### config.mk
export PLATFORM = sky130hd
export DESIGN_NAME = instr_encoder
export DESIGN_NICKNAME = d
export VERILOG_FILES = /design/src/rtl/instr_encoder.sv
export SDC_FILE = /design/constraint.sdc
export NUM_CORES = 1
export LEC_CHECK = 0
export ABC_AREA = 0
export BUFFER_PORTS_ARGS = -buffer_cell sky130_fd_sc_hd__buf_2
export CAP_MARGIN = 20
export CELL_PAD_IN_SITES_DETAIL_PLACEMENT = 2
export CELL_PAD_IN_SITES_GLOBAL_PLACEMENT = 2
export CORE_MARGIN = 4
export CORE_UTILIZATION = 36
export CTS_CLUSTER_SIZE = 8
export DETAILED_ROUTE_END_ITERATION = 7
export PLACE_DENSITY_LB_ADDON = 0.1
export SLEW_MARGIN = 20
export SYNTH_ARGS = -nofsm -noshare
export SYNTH_HDL_FRONTEND = slang
export SYNTH_SLANG_ARGS = --single-unit
export TNS_END_PERCENT = 1
### constraint.sdc
create_clock -name clk -period 11.68 [get_ports clk]
set_clock_uncertainty 0.05 [all_clocks]
set_input_delay 0.584 -clock clk [delete_from_list [all_inputs] [get_ports clk]]
set_output_delay 0.584 -clock clk [all_outputs]
set_load 0.02 [all_outputs]
### src/rtl/instr_encoder.sv
// rtl/instr_encoder.sv - RISC-V field packer with range check, address counter and 2-entry output FIFO
module instr_encoder #(
    parameter int          ADDR_W    = 8,
    parameter int unsigned BASE_ADDR = 0
) (
    input  logic              clk,
    input  logic              rst_n,
    input  logic              in_valid,
    output logic              in_ready,
    input  logic [1:0]        fmt,
    input  logic [6:0]        opcode,
    input  logic [4:0]        rd,
    input  logic [4:0]        rs1,
    input  logic [4:0]        rs2,
    input  logic [2:0]        funct3,
    input  logic [6:0]        funct7,
    input  logic [31:0]       imm,
    output logic              out_valid,
    input  logic              out_ready,
    output logic [31:0]       out_instr,
    output logic [ADDR_W-1:0] out_addr,
    output logic              err_pulse,
    output logic              err_sticky,
    output logic [15:0]       word_count
);

    localparam logic [1:0] FMT_R = 2'b00;
    localparam logic [1:0] FMT_I = 2'b01;
    localparam logic [1:0] FMT_S = 2'b10;

    logic signed [31:0] simm;
    logic [31:0]        enc;
    logic               legal;
    logic               accept;
    logic               push;
    logic               pop;

    logic [31:0]        mem_instr [2];
    logic [ADDR_W-1:0]  mem_addr  [2];
    logic               rd_ptr;
    logic               wr_ptr;
    logic [1:0]         count;
    logic [ADDR_W-1:0]  addr_cnt;

    assign simm = $signed(imm);

    always_comb begin
        enc   = '0;
        legal = 1'b1;
        case (fmt)
            FMT_R: enc = {funct7, rs2, rs1, funct3, rd, opcode};
            FMT_I: begin
                enc   = {imm[11:0], rs1, funct3, rd, opcode};
                legal = (simm >= -32'sd2048) && (simm <= 32'sd2047);
            end
            FMT_S: begin
                enc   = {imm[11:5], rs2, rs1, funct3, imm[4:0], opcode};
                legal = (simm >= -32'sd2048) && (simm <= 32'sd2047);
            end
            default: begin
                enc   = {imm[12], imm[10:5], rs2, rs1, funct3, imm[4:1], imm[11], opcode};
                legal = (simm >= -32'sd4096) && (simm <= 32'sd4094) && !imm[0];
            end
        endcase
    end

    // Readiness comes only from registered occupancy, so a full FIFO never passes through.
    assign in_ready  = (count < 2'd2) && rst_n;
    assign out_valid = (count != 2'd0);
    assign out_instr = out_valid ? mem_instr[rd_ptr] : '0;
    assign out_addr  = out_valid ? mem_addr[rd_ptr] : '0;

    assign accept = in_valid && in_ready;
    assign push   = accept && legal;
    assign pop    = out_valid && out_ready;

    always_ff @(posedge clk) begin
        if (push) begin
            mem_instr[wr_ptr] <= enc;
            mem_addr[wr_ptr]  <= addr_cnt;
        end
    end

    always_ff @(posedge clk) begin
        if (!rst_n) begin
            rd_ptr     <= 1'b0;
            wr_ptr     <= 1'b0;
            count      <= 2'd0;
            addr_cnt   <= ADDR_W'(BASE_ADDR);
            err_pulse  <= 1'b0;
            err_sticky <= 1'b0;
            word_count <= 16'd0;
        end else begin
            count     <= count + {1'b0, push} - {1'b0, pop};
            err_pulse <= accept && !legal;
            if (accept && !legal) begin
                err_sticky <= 1'b1;
            end
            if (pop) begin
                rd_ptr <= ~rd_ptr;
            end
            if (push) begin
                wr_ptr     <= ~wr_ptr;
                addr_cnt   <= addr_cnt + ADDR_W'(4);
                word_count <= word_count + 16'd1;
            end
        end
    end

endmodule

==> impl_metrics.yaml <==
synthesis:
  yosys-top-cells-count: "edfxtp_1 (76), mux2i_1 (43), nor2_1 (43)"
  synth-xor-area-share_pct: 0.569
  synth_cell_type_count: 43
  yosysMostFrequentCell: "edfxtp_1"
  syn_avg_cell_area_um2: 12.6
  yosysTopAreaCell: "edfxtp_1"
  synthArstFlopShare_pct: 0
  yosys_warnings: 0
  synth_edf_count: 76
  synth_top_family_by_area: "simple AND/OR/NAND/NOR gates"
  synthAdderAreaFrac_pct: 2.17
  synthTopCellsByArea: "edfxtp_1 (49%), dfxtp_1 (13%), mux2i_1 (9.3%)"
  ys_seq_elements: 105
  yosys.area.top_type_share_pct: 49.4
  ys.flop_type: "edfxtp_1"
  yosysSeqAreaShare_pct: 62.0
  synth_cells: 367
  syn_area_um2: 4620
  synth_compound_area_share_pct: 8.53
  synth_simple_gate_area_share_pct: 13.5
  muxShareOfSynthArea_pct: 10.3
drt:
  wire_per_inst_um: 18.3
  remaining_drc_errors: 0
  antenna_left: 0
  wirelength_um: 12200
  first_iter_violations: 204
  vias: 3383
  drt_first_pass_iters: 4
  vias_per_cell: 5.09
floorplan:
  start_util_pct: 36.8
  die_y_um: 121
  core_um2: 12600
  die_w_um: 121
  ioPinCount: 130
  rows: 41
  die-area_um2: 14700
clock_network:
  clock_path_buffers: 2
  post_cts.repair.setup_buffers: 0
  cts_resized: 0
  cts.sinks: 105
  cts_tree: "yes"
  clkSlewWorstSetupHoldPaths_ns: 0.07
  ctsHoldBuffers: 0
  htree_levels: 3
  cts_root_buf: "clkbuf_16"
  cts_buffers: 9
  clk-insertion-delay-late_ns: 0.34
global_route:
  grt_pass1_wl_um: 19700
  antenna_found_initial: 0
  grtUsageTotal_pct: 17.2
  grt_max_degree: 40
  grt_pass1_vias: 3717
  grt_overflow_total: 0
setup_path:
  required_ns: 11.59
  r2r-start: "count[1]"
  startpoint: "imm[18]"
  slowest_stage: "and2_2"
  critPathMaxStageDelay_ns: 0.88
  worstSetupPathType: "in2reg"
  path_max_fanout: 38
  cp-end-kind: "flip-flop"
  worstPathArrival_ns: 3.23
  cp-start-kind: "primary input"
  crit_chain: "buf_2, nor4_1, and4_1, a41oi_1, a32o_2, nor2_2, and2_2"
timing:
  tns_ns: 0
  slew-limit-headroom_pct: 31.2
  max_freq_mhz: 302
  hold_viol: 0
  tightest_slew_ns: 1.03
  setup_viol: 0
  slew_viol_final: 0
  rsz0062_at_grt: "false"
  period_minus_slack_ns: 3.32
  min_period_over_period_pct: 28.4
finish:
  drive_gt1_share_pct: 31.3
  syn2layout_area_growth_pct: 24.2
  diodes: 0
  layout.nets: 566
power:
  p_leak_nw: 2.23
  power_mw: 1.09
  power_density_nw_per_um2: 190
  max-vdd-ir-drop_uv: 76.6
job:
  maxCapViolations: 0
placed_design:
  routabilityCongestion: 0.743
  numPortBuffers: 127
  dp.final_hpwl_um: 8490
status:
  status: "complete, no violations"
worst_hold_path:
  min_path_type: "in2reg"
  min_from: "opcode[4]"
==> power breakdown <==
group / internal (mW) / leakage (nW) / switching [mW] / total (mW)
sequential: 0.417 / 0.934 / 0.00950 / 0.426
combinational: 0.108 / 1.13 / 0.218 / 0.326
clock: 0.208 / 0.163 / 0.129 / 0.336
total: 0.733 / 2.23 / 0.356 / 1.09
==> kinds of logic after synthesis <==
logic type / count (synthesis)
AOI/OAI and AO/OA: 55
xor gates and xnor gates: 3
adders and majority gates: 8
buffers and inverters: 30
DFF: 105
muxes: 47
other: 1
and+or+nand+nor: 118
==> cell type report <==
class	instances	area, µm²
clock buffer	9	225
clock inverter	6	108
fill	1286	6830
inverter	10	37.5
multi-input combinational	233	1640
sequential	105	2860
tap	172	215
timing repair buffer	129	651
==> per-stage QoR <==
| step | instance area [µm²] | util [%] | setup slack, ns | hold slack, ns | cells |
|---|---|---|---|---|---|
| floorplan | 4620 | - | 6.98 | 0.390 | 368 |
| global placement | 5410 | 43.0 | 8.12 | 0.395 | 649 |
| detailed placement | 5410 | 43.0 | 7.97 | 0.407 | 649 |
| CTS | 5740 | 45.7 | 8.33 | 0.369 | 664 |
| global route | 5740 | 45.7 | 8.15 | 0.362 | 664 |
| finish | 5740 | 45.7 | 8.36 | 0.382 | 664 |
==> worst paths after layout <==
kind	endpoint	slack (ns)	cells past startpoint
max reg2reg	count[1]	9.06	9
max	mem_instr[1][23]	8.36	7
min reg2reg	err_sticky	0.43	1
min	mem_instr[1][4]	0.38	1
==> flip-flops by register name, summed over array words and instances, names as in the netlist, named ones only <==
register,cells
err_sticky,1
word_count,16
mem_instr,64
wr_ptr,1
err_pulse,1
addr_cnt,6
mem_addr,12
count,2
rd_ptr,1
==> routing by layer <==
metal	vias to the layer above	global-route usage, %	share of wire (%)
met5	-	0	0
met4	0	4.83	1.2
met3	11	4.57	5.2
met2	85	28.8	49
met1	1647	21.9	45
li1	1640	-	-
==> cell usage in the layout, fill, tap and decap left out, drive strengths merged, types with 3 or more instances in the layout <==
cell | netlist | layout
a21oi | 13 | 13
a22o | 11 | 11
and2 | 6 | 6
and4 | 5 | 5
buf | 7 | 129
bufinv | 0 | 3
clkbuf | 13 | 9
clkinv | 0 | 3
dfxtp | 29 | 29
edfxtp | 76 | 76
ha | 8 | 8
inv | 10 | 10
mux2 | 4 | 4
mux2i | 43 | 43
nand2 | 15 | 15
nand3 | 8 | 8
nand4 | 9 | 9
nor2 | 44 | 44
nor2b | 3 | 3
nor4 | 7 | 7
o211ai | 4 | 4
o21ai | 3 | 3
o31ai | 16 | 16
or4 | 12 | 12
==> worst max-delay path: cells and delay by family <==
kind | cells | cell delay (ns)
compound gates | 2 | 0.64
buf+inv | 1 | 0.10
simple gates | 4 | 1.86
Power figures use the tool's default switching activity.
